## config.mk

```make
export PLATFORM = sky130hd
export DESIGN_NAME = pll_phase_shift_ctrl
export DESIGN_NICKNAME = d
export VERILOG_FILES = /design/src/rtl/pll_phase_shift_pkg.sv /design/src/rtl/pll_lock_sync.sv /design/src/rtl/pll_phase_shift_ctrl.sv
export SDC_FILE = /design/constraint.sdc
export NUM_CORES = 1
export LEC_CHECK = 0
export CAP_MARGIN = 40
export CORE_MARGIN = 2
export CORE_UTILIZATION = 37
export DETAILED_ROUTE_END_ITERATION = 10
export GPL_ROUTABILITY_DRIVEN = 0
export PLACE_DENSITY = 0.66
export SYNTH_ARGS = -nofsm -noshare
export SYNTH_HDL_FRONTEND = slang
export SYNTH_SLANG_ARGS = --single-unit
```

## constraint.sdc

```tcl
create_clock -name clk_i -period 5.9 [get_ports clk_i]
set_input_delay 0.59 -clock clk_i [delete_from_list [all_inputs] [get_ports clk_i]]
set_output_delay 0.59 -clock clk_i [all_outputs]
set_load 0.01 [all_outputs]
```

## src/rtl/pll_phase_shift_pkg.sv

```systemverilog
// Shared types and constants for the PLL phase-shift controller.
package pll_phase_shift_pkg;

  // Controller states; the encoding is exported on the debug state port.
  typedef enum logic [2:0] {
    ST_IDLE      = 3'd0,
    ST_SETUP     = 3'd1,
    ST_ROT_HI    = 3'd2,
    ST_ROT_GAP   = 3'd3,
    ST_LOAD      = 3'd4,
    ST_WAIT_LOCK = 3'd5,
    ST_FINISH    = 3'd6
  } state_e;

  // Bit positions inside the 3-bit output-select request.
  localparam int SEL_OUT0 = 0;
  localparam int SEL_OUT2 = 1;
  localparam int SEL_OUT3 = 2;

  // Default timing parameters.
  localparam int STEP_GAP_DEF     = 4;
  localparam int LOAD_CYCLES_DEF  = 2;
  localparam int LOCK_TIMEOUT_DEF = 1023;

  // Largest of three values, used to size the shared timer.
  function automatic int max3(input int a, input int b, input int c);
    int m;
    m = (a > b) ? a : b;
    return (m > c) ? m : c;
  endfunction

endpackage

```

## src/rtl/pll_lock_sync.sv

```systemverilog
// Two-flop synchronizer bringing the asynchronous PLL lock into the clk_i domain.
module pll_lock_sync (
  input  logic clk_i,
  input  logic rst_ni,
  input  logic async_i,
  output logic sync_o
);

  logic meta_q;
  logic sync_q;

  // Shift the raw lock through two flops; both clear to "not locked" on reset.
  always_ff @(posedge clk_i or negedge rst_ni) begin
    if (!rst_ni) begin
      meta_q <= 1'b0;
      sync_q <= 1'b0;
    end else begin
      meta_q <= async_i;
      sync_q <= meta_q;
    end
  end

  assign sync_o = sync_q;

endmodule

```

## src/rtl/pll_phase_shift_ctrl.sv

```systemverilog
// PLL dynamic phase-shift controller: accepts one request at a time, emits the
// requested number of PHASE_ROTATE pulses on the selected outputs, strobes
// LOAD_PHASE_N, then waits (bounded) for the PLL to re-lock.
//
// Handshake: a request transfers on a clock edge where req_valid_i and
// req_ready_o are both 1; sel/dir/steps are captured on that edge. ready is
// only ever 1 in IDLE, and inputs presented while busy are ignored entirely.
module pll_phase_shift_ctrl
  import pll_phase_shift_pkg::*;
#(
  parameter int STEP_GAP     = STEP_GAP_DEF,
  parameter int LOAD_CYCLES  = LOAD_CYCLES_DEF,
  parameter int LOCK_TIMEOUT = LOCK_TIMEOUT_DEF
) (
  input  logic       clk_i,
  input  logic       reset_n_i,
  input  logic       req_valid_i,
  output logic       req_ready_o,
  input  logic [2:0] req_sel_i,
  input  logic       req_dir_i,
  input  logic [7:0] req_steps_i,
  input  logic       pll_lock_i,
  output logic       phase_out0_sel_o,
  output logic       phase_out2_sel_o,
  output logic       phase_out3_sel_o,
  output logic       phase_direction_o,
  output logic       phase_rotate_o,
  output logic       load_phase_n_o,
  output logic       busy_o,
  output logic       done_o,
  output logic       err_o,
  output logic [2:0] dbg_state_o
);

  // One down-counter serves the step gap, the load width and the lock timeout.
  localparam int TMR_MAX = max3(STEP_GAP, LOAD_CYCLES, LOCK_TIMEOUT);
  localparam int TMR_W   = $clog2(TMR_MAX + 1);

  localparam logic [TMR_W-1:0] GAP_LD  = TMR_W'(STEP_GAP - 1);
  localparam logic [TMR_W-1:0] LOAD_LD = TMR_W'(LOAD_CYCLES - 1);
  localparam logic [TMR_W-1:0] LOCK_LD = TMR_W'(LOCK_TIMEOUT - 1);
  localparam logic [TMR_W-1:0] TMR_ONE = TMR_W'(1);

  state_e           state_q, state_d;
  logic [TMR_W-1:0] timer_q, timer_d;
  logic [7:0]       steps_q, steps_d;
  logic [2:0]       cap_sel_q, cap_sel_d;
  logic             cap_dir_q, cap_dir_d;
  logic             err_flag_q, err_flag_d;

  // Registered outputs.
  logic       ready_q, ready_d;
  logic [2:0] sel_q, sel_d;
  logic       dir_q, dir_d;
  logic       rot_q, rot_d;
  logic       load_n_q, load_n_d;
  logic       busy_q, busy_d;
  logic       done_q, done_d;
  logic       err_q, err_d;

  logic lock_sync;
  logic accept;
  logic drive_sel;

  pll_lock_sync u_lock_sync (
    .clk_i  (clk_i),
    .rst_ni (reset_n_i),
    .async_i(pll_lock_i),
    .sync_o (lock_sync)
  );

  // ready_q is the only flop whose next value differs from its reset value
  // while idle, so it doubles as the reset-release synchronizer: nothing can
  // leave IDLE until ready_q has cleanly risen on the first edge after reset.
  assign accept = req_valid_i && ready_q;

  // Next-state, capture and timer logic.
  always_comb begin
    state_d    = state_q;
    timer_d    = timer_q;
    steps_d    = steps_q;
    cap_sel_d  = cap_sel_q;
    cap_dir_d  = cap_dir_q;
    err_flag_d = err_flag_q;
    unique case (state_q)
      ST_IDLE: begin
        if (accept) begin
          cap_sel_d = req_sel_i;
          cap_dir_d = req_dir_i;
          steps_d   = req_steps_i;
          if (req_sel_i == 3'b000) begin
            state_d    = ST_FINISH;
            err_flag_d = 1'b1;
          end else if (req_steps_i == 8'd0) begin
            state_d    = ST_FINISH;
            err_flag_d = 1'b0;
          end else begin
            state_d    = ST_SETUP;
            err_flag_d = 1'b0;
          end
        end
      end
      ST_SETUP: begin
        state_d = ST_ROT_HI;
      end
      ST_ROT_HI: begin
        steps_d = steps_q - 8'd1;
        timer_d = GAP_LD;
        state_d = ST_ROT_GAP;
      end
      ST_ROT_GAP: begin
        if (timer_q == '0) begin
          if (steps_q != 8'd0) begin
            state_d = ST_ROT_HI;
          end else begin
            state_d = ST_LOAD;
            timer_d = LOAD_LD;
          end
        end else begin
          timer_d = timer_q - TMR_ONE;
        end
      end
      ST_LOAD: begin
        if (timer_q == '0) begin
          state_d = ST_WAIT_LOCK;
          timer_d = LOCK_LD;
        end else begin
          timer_d = timer_q - TMR_ONE;
        end
      end
      ST_WAIT_LOCK: begin
        // A lock seen in the last timeout cycle still counts as success.
        if (lock_sync) begin
          state_d    = ST_FINISH;
          err_flag_d = 1'b0;
        end else if (timer_q == '0) begin
          state_d    = ST_FINISH;
          err_flag_d = 1'b1;
        end else begin
          timer_d = timer_q - TMR_ONE;
        end
      end
      ST_FINISH: begin
        state_d = ST_IDLE;
      end
      default: begin
        state_d = ST_IDLE;
      end
    endcase
  end

  // Output decode from the next state so every output is a plain flop.
  always_comb begin
    drive_sel = (state_d == ST_SETUP) || (state_d == ST_ROT_HI) ||
                (state_d == ST_ROT_GAP) || (state_d == ST_LOAD);
    ready_d   = (state_d == ST_IDLE);
    busy_d    = (state_d != ST_IDLE);
    sel_d     = drive_sel ? cap_sel_d : 3'b000;
    dir_d     = drive_sel ? cap_dir_d : 1'b0;
    rot_d     = (state_d == ST_ROT_HI);
    load_n_d  = (state_d != ST_LOAD);
    done_d    = (state_d == ST_FINISH);
    err_d     = (state_d == ST_FINISH) && err_flag_d;
  end

  // State, datapath and output registers; reset aborts any operation silently.
  always_ff @(posedge clk_i or negedge reset_n_i) begin
    if (!reset_n_i) begin
      state_q    <= ST_IDLE;
      timer_q    <= '0;
      steps_q    <= 8'd0;
      cap_sel_q  <= 3'b000;
      cap_dir_q  <= 1'b0;
      err_flag_q <= 1'b0;
      ready_q    <= 1'b0;
      sel_q      <= 3'b000;
      dir_q      <= 1'b0;
      rot_q      <= 1'b0;
      load_n_q   <= 1'b1;
      busy_q     <= 1'b0;
      done_q     <= 1'b0;
      err_q      <= 1'b0;
    end else begin
      state_q    <= state_d;
      timer_q    <= timer_d;
      steps_q    <= steps_d;
      cap_sel_q  <= cap_sel_d;
      cap_dir_q  <= cap_dir_d;
      err_flag_q <= err_flag_d;
      ready_q    <= ready_d;
      sel_q      <= sel_d;
      dir_q      <= dir_d;
      rot_q      <= rot_d;
      load_n_q   <= load_n_d;
      busy_q     <= busy_d;
      done_q     <= done_d;
      err_q      <= err_d;
    end
  end

  assign req_ready_o       = ready_q;
  assign phase_out0_sel_o  = sel_q[SEL_OUT0];
  assign phase_out2_sel_o  = sel_q[SEL_OUT2];
  assign phase_out3_sel_o  = sel_q[SEL_OUT3];
  assign phase_direction_o = dir_q;
  assign phase_rotate_o    = rot_q;
  assign load_phase_n_o    = load_n_q;
  assign busy_o            = busy_q;
  assign done_o            = done_q;
  assign err_o             = err_q;
  assign dbg_state_o       = state_q;

endmodule

```

==> results.py, run 1 <==
metrics = {
    "detailed_routing": {
        "drt_pass1_iterations": 4,
        "drt_iter0_drc": 96,
        "post-route-drc-count": 0,
        "via_count": 1562,
        "wl_per_cell_um": 13.78,
        "viasPerCell": 5.138,
        "drt_wl_total_mm": 4.189,
        "ant_nets": 0,
    },
    "synthesis": {
        "yosys_warnings": 0,
        "yosys.area_share.simple_pct": 26.01,
        "synth-edff-count": 0,
        "muxShareOfSynthArea_pct": 1.073,
        "synth-seq-area-share_pct": 48.04,
        "synthCells": 204,
        "synthesis.area_um2": 1982,
        "synth_seq_cells": 38,
        "synth_fa_ha_area_share_pct": 1.894,
        "async_reset_ff_share_pct": 100.0,
        "synth-compound-area-share_pct": 19.38,
        "syn_area_per_cell_um2": 9.715,
        "synth_xor_area_share_pct": 0.4419,
        "ys_dominant_reg_cell": "dfrtp_1",
        "synth_top_family_by_area": "simple AND/OR/NAND/NOR gates",
        "ys_types": 55,
        "synth.net_count": 223,
    },
    "die": {
        "die_area_um2": 5958,
        "row_count": 26,
        "die_w_um": 77.19,
        "io_pins": 29,
        "initial_core_util_pct": 38.56,
        "die_h_um": 77.19,
        "coreArea_um2": 5140,
    },
    "cells_and_area": {
        "drive_gt1_share_pct": 11.54,
        "fin_nets": 252,
        "n_antenna_cell": 0,
        "layout-area-overhead-vs-synth_pct": 24.68,
    },
    "power_and_ir_drop": {
        "peakVddDrop_mv": 0.1740,
        "p_leak_nw": 1.063,
        "power_mw": 0.5512,
        "powerDensity_nw_per_um2": 223.1,
    },
    "global_route": {
        "grt_use_total_pct": 15.15,
        "grt_pass1_vias": 1533,
        "overflow": 0,
        "antenna_found_initial": 0,
        "grt_start_max_net_pins": 34,
        "grt_pass1_wl_mm": 7.258,
    },
    "timing": {
        "fin_crit_sh_pct": 44.86,
        "worst_pin_slew_ns": 0.6851,
        "finalSetupViolations": 0,
        "fmax_mhz": 377.8,
        "final.setup.tns_ns": 0,
        "finalHoldViolCount": 0,
        "drv_slew": 0,
        "rsz0062_at_grt": "false",
        "min_period_ns": 2.647,
        "slew_headroom_pct": 54.23,
        "skew_ns": 0.004249,
    },
    "worst_setup_path": {
        "crit_required_ns": 6.08,
        "path_cells": "inv_1 -> ha_1 -> nor3b_2 -> and3_1 -> nor2_1 -> nor2b_1 -> o21ai_1 -> a221o_1",
        "max_stage_delay_ns": 0.56,
        "setup.worst_path.class": "flop to flop",
        "cp_max_fo": 12,
        "crit_slowest_cell": "nor2b_1",
        "worstSetupStartpointType": "flop",
        "crit_arrival_ns": 2.82,
        "crit_path_end_kind": "flop",
    },
    "clock_network": {
        "cts_sinks": 38,
        "cts-buffers-inserted": 5,
        "ctsLongestPathBuffers": 2,
        "ctsResizeCount": 0,
        "insertion_delay_ns": 0.29,
        "cts_tree": "built",
        "ctsHoldBuffers": 0,
        "clk_pin_slew_ns": 0.08,
        "cts_root_buffer": "clkbuf_8",
        "htreeDepth": 2,
        "cts_setup_buffers": 0,
    },
    "worst_hold_path": {
        "worstHoldPathType": "primary input to async pin",
    },
    "status": {
        "outcome": "complete, no violations",
    },
    "placement": {
        "hpwl_mm": 3.068,
        "portBuffers": 28,
    },
    "job": {
        "drv_cap": 0,
    },
}
cells in the mapped netlist, types with 2 or more instances:
library cell  instances  area share, %
nand3_1               7            1.8
inv_1                 5           0.95
and2_1                3           0.95
clkbuf_1              3           0.57
nor4_1                5            1.6
a21o_1                3            1.1
buf_2                 2           0.51
nor2b_1               3           0.95
nor3b_1               3            1.1
nand2_1              23            4.4
o211ai_1              4            1.5
nor3_1               10            2.5
a21oi_1               7            1.8
nor2_1               23            4.4
and3_1                3           0.95
a21boi_0              4            1.5
ha_1                  3            1.9
dfrtp_1              37             47
inv_2                 2           0.38
a221o_1               2            1.0
or2_2                 3           0.95
o221a_2               2            1.1
a22o_1                3            1.3
o21ai_0              13            3.3
sequential cells by signal (all words and copies together) (netlist names):
name	flops
timer_q	10
dbg_state_o	3
phase_rotate_o	1
load_phase_n_o	1
cap_dir_q	1
err_o	1
steps_q	8
cap_sel_q	3
busy_o	1
u_lock_sync.sync_o	1
req_ready_o	1
sel_q	3
u_lock_sync.meta_q	1
phase_direction_o	1
err_flag_q	1
done_o	1
routing by layer:
layer / up-vias / track usage [%] / part of all wire [%]
met5: - / 0 / 0
met1: 724 / 21.07 / 48
met2: 36 / 23.30 / 47
met3: 4 / 3.647 / 4.0
li1: 798 / - / -
met4: 0 / 4.821 / 1.1
placed cells by master (no fill, tap or decap), types with 2 or more instances in the layout:
cell type        instances
nor2_1                  23
o221a_2                  2
clkbuf_8                 6
o211ai_1                 4
o21ai_0                 13
bufinv_16                2
ha_1                     3
a22o_1                   3
inv_2                    2
nor4_1                   5
inv_1                    5
and2_1                   3
a21o_1                   3
a21oi_1                  7
nor2b_1                  3
nand2_1                 23
nor3_1                  10
a221o_1                  2
nand3_1                  7
nor3b_1                  3
clkdlybuf4s50_1         27
dfrtp_1                 37
or2_2                    3
a21boi_0                 4
and3_1                   3
where the power goes:
| group | internal (mW) | switching, mW | total, mW |
|---|---|---|---|
| registers | 0.261 | 0.000277 | 0.261 |
| logic | 0.0104 | 0.00857 | 0.0189 |
| clock network | 0.180 | 0.0907 | 0.271 |
| total | 0.452 | 0.0995 | 0.551 |
final cells by class:
class / instances / area, µm²
Sequential cell: 38 / 952.2
Fill cell: 514 / 2669
Tap cell: 70 / 87.58
Clock inverter: 2 / 60.06
Timing Repair Buffer: 29 / 295.3
Inverter: 7 / 26.28
Clock buffer: 6 / 82.58
Multi-Input combinational cell: 152 / 967.2
metrics by stage:
stage	worst slack, ns	cells	instance area [µm²]	hold WS (ns)	util [%]
after floorplan	3.815	204	1982	0.2944	-
after global placement	3.221	295	2308	0.3327	44.91
after detailed placement	3.224	296	2328	0.3363	45.30
after CTS	3.249	304	2471	0.1106	48.08
after global routing	2.912	304	2471	0.1049	48.08
final	3.253	304	2471	0.1194	48.08
worst max-delay path: cells and delay by family (launching register included):
kind | cells | cell delay [ns]
adders and majority gates | 1 | 0.18
AOI/OAI and AO/OA | 2 | 0.49
buffers and inverters | 1 | 0.09
and+or+nand+nor | 4 | 1.34
DFF | 1 | 0.43
path summary, 6_finish.rpt:
| kind | slack [ns] | cells past startpoint | startpoint | endpoint |
|---|---|---|---|---|
| setup / recovery | 3.25 | 8 | timer_q[0]$_DFFE_PN0P_ | timer_q[3]$_DFFE_PN0P_ |
| hold / removal | 0.12 | 1 | reset_n_i | phase_direction_o$_DFF_PN0_ |
| setup reg to reg | 3.25 | 8 | timer_q[0]$_DFFE_PN0P_ | timer_q[3]$_DFFE_PN0P_ |
| hold reg to reg | 0.35 | 0 | u_lock_sync.meta_q$_DFF_PN0_ | u_lock_sync.sync_o$_DFF_PN0_ |
| max in group asynchronous | 5.38 | 2 | reset_n_i | timer_q[1]$_DFFE_PN0P_ |
| min in group clk_i | 0.35 | 0 | u_lock_sync.meta_q$_DFF_PN0_ | u_lock_sync.sync_o$_DFF_PN0_ |
logic make-up after synthesis:
group,after synthesis
AOI/OAI and AO/OA,51
xor gates and xnor gates,1
adders and majority gates,3
buffers and inverters,14
DFF,38
muxes,2
and+or+nand+nor,95
No activity file was read; power rests on OpenSTA's default activity.
==> run 2, diff against run 1 <==
--- a/config.mk
+++ b/config.mk
@@ -10,7 +10,7 @@
 export CORE_UTILIZATION = 37
 export DETAILED_ROUTE_END_ITERATION = 10
 export GPL_ROUTABILITY_DRIVEN = 0
-export PLACE_DENSITY = 0.66
+export PLACE_DENSITY = 0.68
 export SYNTH_ARGS = -nofsm -noshare
 export SYNTH_HDL_FRONTEND = slang
 export SYNTH_SLANG_ARGS = --single-unit
==> constraint.sdc (replaced) <==
create_clock -name clk_i -period 2.1 [get_ports clk_i]
set_input_delay 0.21 -clock clk_i [delete_from_list [all_inputs] [get_ports clk_i]]
set_output_delay 0.21 -clock clk_i [all_outputs]
set_load 0.01 [all_outputs]
==> run 2 against run 1 <==
Effect of this change:
- the flow now finishes with violations (negative setup slack)
- critical path depth unchanged
- fmax grew 22%
- routed wire length rose by 18%
- count of clock-buffer cells in the layout down 1
- design area up 18%
- register-to-register slack worse by 3.3 ns
==> results.py, run 2 (same netlist as run 1, synthesis figures left out) <==
metrics = {
    "status": {
        "outcome": "complete, but fails checks",
        "violations": "negative setup slack",
    },
    "cells_and_area": {
        "top_register": "timer_q",
        "fin_cells": 350,
        "drive_gt1_share_pct": 30.71,
        "layout_common_cells": "buf_4 (41), dfrtp_1 (37), clkdlybuf4s50_1 (27), nand2_1 (23), nor2_1 (21)",
        "n_antenna_cell": 0,
        "fin_util_pct": 56.77,
        "fin_area_um2": 2918,
        "top_regs": "timer_q: 10 flops, steps_q: 8 flops",
        "fin_nets": 298,
        "layout_commonest_cell": "buf_4",
        "layout-area-overhead-vs-synth_pct": 47.22,
        "largest_reg_flops": 10,
    },
    "worst_setup_path": {
        "crit_arrival_ns": 2.35,
        "setup.worst_path.class": "flop to flop",
        "ff2ff_setup_slack_ns": -0.07,
        "crit_start": "timer_q[0]$_DFFE_PN0P_",
        "worstSetupStartpointType": "flop",
        "r2r_start": "timer_q[0]$_DFFE_PN0P_",
        "r2r_cells": 8,
        "endpoint": "phase_direction_o$_DFF_PN0_",
        "cp_max_fo": 5,
        "crit_path_end_kind": "flop",
        "crit_required_ns": 2.28,
        "r2r-end": "phase_direction_o$_DFF_PN0_",
    },
    "detailed_routing": {
        "wl_per_cell_um": 14.15,
        "via_count": 1812,
        "drt_iter0_drc": 130,
        "drt_pass1_iterations": 4,
        "viasPerCell": 5.177,
        "drt_wl_total_mm": 4.951,
        "post-route-drc-count": 0,
        "ant_nets": 0,
    },
    "global_route": {
        "grt_pass1_vias": 1779,
        "grt_use_total_pct": 17.67,
        "grt_start_max_net_pins": 34,
        "overflow": 0,
        "antenna_found_initial": 0,
        "grt_pass1_wl_mm": 8.307,
    },
    "clock_network": {
        "ctsLongestPathBuffers": 2,
        "cts_root_buffer": "clkbuf_8",
        "cts_sinks": 38,
        "cts_tree": "built",
        "htreeDepth": 2,
        "clk_pin_slew_ns": 0.08,
        "insertion_delay_ns": 0.30,
        "cts-buffers-inserted": 5,
    },
    "die": {
        "coreArea_um2": 5140,
        "io_pins": 29,
        "die_h_um": 77.19,
        "die_w_um": 77.19,
        "initial_core_util_pct": 38.56,
        "row_count": 26,
        "die_area_um2": 5958,
    },
    "power_and_ir_drop": {
        "peakVddDrop_mv": 0.4506,
        "p_leak_nw": 1.295,
        "power_mw": 1.547,
        "powerDensity_nw_per_um2": 530.1,
    },
    "placement": {
        "hpwl_mm": 3.517,
        "placed_cells": 333,
        "post-place-ws_ns": -0.1451,
        "placed_area_um2": 2606,
        "portBuffers": 28,
    },
    "timing": {
        "finalSetupViolations": 8,
        "setup_slack_ns": -0.07062,
        "rsz0062_at_grt": "true",
        "finalHoldViolCount": 0,
        "worst_pin_slew_ns": 0.4551,
        "drv_slew": 0,
        "min_period_ns": 2.171,
        "slew_headroom_pct": 69.53,
        "fin_crit_sh_pct": 103.4,
        "skew_ns": 0.009674,
        "fmax_mhz": 460.7,
    },
    "job": {
        "drv_cap": 0,
    },
    "worst_hold_path": {
        "worstHoldPathType": "primary input to async pin",
    },
}
run 2: cell count changes in the layout (fill, tap and decap cells not counted), sizes merged:
cell         before  now
buf               2   47
dlygate4sd3       0    1
clkinv            0    1
clkbuf            6    5
run 2: timing repair:
action / CTS / global route
endpoints found under the setup margin: 15 / 20
setup buffers: 3 / 4
pin swaps: 8 / 12
gates cloned: 0 / 1
hold buffers: 1 / 0
gates resized for setup: 18 / 19
hold endpoints to repair: 38 / 0
run 2: worst min path at each step:
stage,startpoint,to,slack [ns],cells after the start
2_1_floorplan,reset_n_i,busy_o$_DFF_PN0_,-0.09,0
3_3_place_gp,u_lock_sync.meta_q$_DFF_PN0_,u_lock_sync.sync_o$_DFF_PN0_,0.34,0
3_5_place_dp,reset_n_i,sel_q[1]$_DFF_PN0_,0.05,1
4_1_cts,reset_n_i,sel_q[1]$_DFF_PN0_,0.27,2
5_1_grt,reset_n_i,sel_q[2]$_DFF_PN0_,0.26,2
6_report,reset_n_i,sel_q[2]$_DFF_PN0_,0.27,2
run 2: final cells by class:
class | instances | area [µm²]
Fill cell | 468 | 2222
Clock buffer | 5 | 68.82
Sequential cell | 38 | 952.2
Clock inverter | 3 | 68.82
Tap cell | 70 | 87.58
Timing Repair Buffer | 75 | 658.1
Inverter | 7 | 26.28
Multi-Input combinational cell | 152 | 1056
run 2: worst max-delay path: stages (launching register included):
cell      delay (ns)
dfrtp_1         0.40
inv_2           0.08
ha_4            0.13
nor3b_4         0.27
and3_4          0.28
mux2i_1         0.08
o211ai_1        0.40
nand3b_1        0.30
a21boi_1        0.10
run 2: layer usage:
layer | global-route usage, % | part of all wire [%] | vias to the layer above
met5 | 0 | 0 | -
met4 | 5.893 | 1.5 | 0
met3 | 4.471 | 3.5 | 5
met2 | 29.48 | 50 | 28
met1 | 22.32 | 45 | 892
li1 | - | - | 887
run 2: report_power, final:
part / internal, mW / total [mW] / switching (mW)
clock: 0.476 / 0.746 / 0.271
sequential: 0.733 / 0.735 / 0.00162
combinational: 0.0390 / 0.0656 / 0.0267
total: 1.25 / 1.55 / 0.299
run 2: metrics by stage:
stage / hold WS (ns) / TNS (ns)
global placement: 0.3360 / -0.1745
global route: 0.2622 / -2.261
detailed placement: 0.04615 / -1.009
finish: 0.2731 / -0.4479
floorplan: -0.08559 / 0
CTS: 0.2713 / -0.3173
==> run 3, diff against run 2 <==
--- a/config.mk
+++ b/config.mk
@@ -9,8 +9,9 @@
 export CORE_MARGIN = 2
 export CORE_UTILIZATION = 37
 export DETAILED_ROUTE_END_ITERATION = 10
+export DONT_BUFFER_PORTS = 1
 export GPL_ROUTABILITY_DRIVEN = 0
-export PLACE_DENSITY = 0.68
+export PLACE_DENSITY = 0.61
 export SYNTH_ARGS = -nofsm -noshare
 export SYNTH_HDL_FRONTEND = slang
 export SYNTH_SLANG_ARGS = --single-unit
==> run 3 against run 2 <==
Effect of this change:
- the run still ends with negative setup slack left
- setup slack gained 0.033 ns
- utilization shrank 6.4 points
- non-clock buffer count shrank 35
- clock skew shrank 0.0060 ns
- clock power is essentially flat
- via count shrank 7.5%
- sequential share of layout area grew 4.1 points
- sequential power is essentially flat
- die area is the same
- design area shrank 11%
- routed wire length shrank 9.5%
- register-to-register slack gained 0.03 ns
- largest power group unchanged
==> results.py, run 3 (same netlist as run 1, synthesis figures left out) <==
metrics = {
    "global_route": {
        "overflow": 0,
        "grt_start_max_net_pins": 39,
        "grt_pass1_vias": 1670,
        "grt_use_total_pct": 16.88,
        "grt_pass1_wl_mm": 8.052,
        "antenna_found_initial": 0,
    },
    "worst_hold_path": {
        "holdPathStages": 1,
        "worstHoldPathType": "primary input to flop",
    },
    "power_and_ir_drop": {
        "swShare_pct": 19.02,
        "powerDensity_nw_per_um2": 580.8,
        "p_seq_share_pct": 48.8,
        "p_leak_nw": 1.156,
        "clock_power_share_pct": 49.4,
        "peakVddDrop_mv": 0.4231,
        "p_int_mw": 1.217,
        "power_switching_mw": 0.2860,
        "power_mw": 1.503,
        "pwr-share-comb_pct": 1.8,
    },
    "cells_and_area": {
        "fin_nets": 263,
        "multiInputGateArea_um2": 1047,
        "layout_commonest_cell": "dfrtp_1",
        "layout_common_cells": "dfrtp_1 (37), buf_4 (34), nand2_1 (23), nor2_1 (22)",
        "regArea_um2": 952.2,
        "n_antenna_cell": 0,
        "top_regs": "timer_q: 10 flops, steps_q: 8 flops",
        "num-fill-cells": 487,
        "layout-area-overhead-vs-synth_pct": 30.62,
        "largest_reg_flops": 10,
        "drive_gt1_share_pct": 31.02,
        "top_register": "timer_q",
    },
    "die": {
        "io_pins": 29,
        "row_count": 26,
        "die_w_um": 77.19,
        "die_area_um2": 5958,
        "initial_core_util_pct": 38.56,
        "coreArea_um2": 5140,
        "die_h_um": 77.19,
    },
    "detailed_routing": {
        "drt_iter0_drc": 117,
        "wl_met3_um": 174,
        "drt_pass1_iterations": 4,
        "post-route-drc-count": 0,
        "met1_length_mm": 2.123,
        "wl_per_cell_um": 14.22,
        "dr_wl_met2_mm": 2.129,
        "drt_wl_total_mm": 4.479,
        "viasPerCell": 5.321,
        "top_layer_used": "met4",
        "ant_nets": 0,
        "via_count": 1676,
    },
    "timing": {
        "drv_slew": 0,
        "fin_crit_sh_pct": 101.8,
        "finalSetupViolations": 9,
        "worst_pin_slew_ns": 0.5222,
        "finalHoldViolCount": 0,
        "slew_headroom_pct": 65.03,
        "holdWs_ns": 0.04501,
        "fmax_mhz": 467.7,
        "min_period_ns": 2.138,
        "rsz0062_at_grt": "true",
        "skew_ns": 0.003710,
        "setup_slack_ns": -0.03809,
    },
    "worst_setup_path": {
        "cp_max_fo": 6,
        "crit_slowest_cell": "o211ai_1",
        "crit_required_ns": 2.27,
        "crit_path_end_kind": "flop",
        "crit_arrival_ns": 2.31,
        "max_stage_delay_ns": 0.46,
        "setup.worst_path.class": "flop to flop",
        "r2r_cells": 8,
        "worstSetupStartpointType": "flop",
        "path_cells": "inv_2 -> ha_4 -> nor3b_4 -> and3_4 -> mux2i_1 -> o211ai_1 -> nand3b_1 -> a21boi_1",
    },
    "clock_network": {
        "cts_sinks": 38,
        "cts-buffers-inserted": 5,
        "cts_root_buffer": "clkbuf_8",
        "ctsLongestPathBuffers": 2,
        "cts_tree": "built",
        "htreeDepth": 2,
        "insertion_delay_ns": 0.29,
        "clk_pin_slew_ns": 0.08,
    },
    "placement": {
        "hpwl_mm": 3.202,
        "portBuffers": 0,
    },
    "job": {
        "drv_cap": 0,
    },
    "status": {
        "outcome": "complete, but fails checks",
        "violations": "negative setup slack",
    },
}
[run 3: metrics by stage]
| stage | cell area [µm²] | cells | utilization [%] | setup slack (ns) | setup TNS (ns) |
|---|---|---|---|---|---|
| 2_1_floorplan | 1982 | 204 | - | 0.01488 | 0 |
| 3_3_place_gp | 2301 | 301 | 44.77 | -0.08611 | -0.4550 |
| 3_5_place_dp | 2301 | 301 | 44.77 | -0.1333 | -1.260 |
| 4_1_cts | 2541 | 314 | 49.44 | -0.01936 | -0.05894 |
| 5_1_grt | 2589 | 315 | 50.37 | -0.1453 | -1.389 |
| 6_report | 2589 | 315 | 50.37 | -0.03809 | -0.2418 |
[run 3: worst max-delay path: cells and delay by family, from the launching register on]
family	cells	cell delay, ns
fa+ha+maj	1	0.13
simple gates	3	0.77
flops	1	0.40
mux	1	0.07
buf+inv	1	0.09
compound gates	2	0.55
[run 3: final cells by class]
cell class / instances / area share, %
Clock buffer: 5 / 2.658
Clock inverter: 3 / 2.658
Inverter: 7 / 1.015
Multi-Input combinational cell: 152 / 40.45
Sequential cell: 38 / 36.78
Tap cell: 70 / 3.383
Timing Repair Buffer: 40 / 13.05
[run 3: what timing repair did]
item	in CTS	in global routing
endpoints found under the setup margin	17	18
endpoints found under the hold margin	39	0
resized for setup	15	11
hold buffers	3	0
setup buffers	2	1
pin swaps	5	3
[run 3: worst paths after layout]
path                                               from                      endpoint  slack [ns]
hold reg to reg            u_lock_sync.meta_q$_DFF_PN0_  u_lock_sync.sync_o$_DFF_PN0_        0.35
setup reg to reg                 timer_q[1]$_DFFE_PN0P_   phase_direction_o$_DFF_PN0_       -0.04
min in group asynchronous                     reset_n_i        steps_q[4]$_DFFE_PN0P_        0.36
max in group asynchronous                     reset_n_i      load_phase_n_o$_DFF_PN1_        1.48
setup / recovery                 timer_q[1]$_DFFE_PN0P_   phase_direction_o$_DFF_PN0_       -0.04
hold / removal                           req_steps_i[3]        steps_q[3]$_DFFE_PN0P_        0.05
[run 3: metal layers]
layer  global-route usage (%)  vias up
li1                         -      821
met1                    23.31      818
met2                    26.17       33
met3                    4.235        4
met4                    5.000        0
met5                        0        -
[run 3: power groups by stage]
stage,logic [mW],clock network [mW],registers (mW)
after floorplan,0.00366,0,0.748
after global placement,0.00461,0,0.748
after detailed placement,0.00476,0,0.748
after CTS,0.0275,0.764,0.734
after global routing,0.0304,0.797,0.734
final,0.0264,0.743,0.734
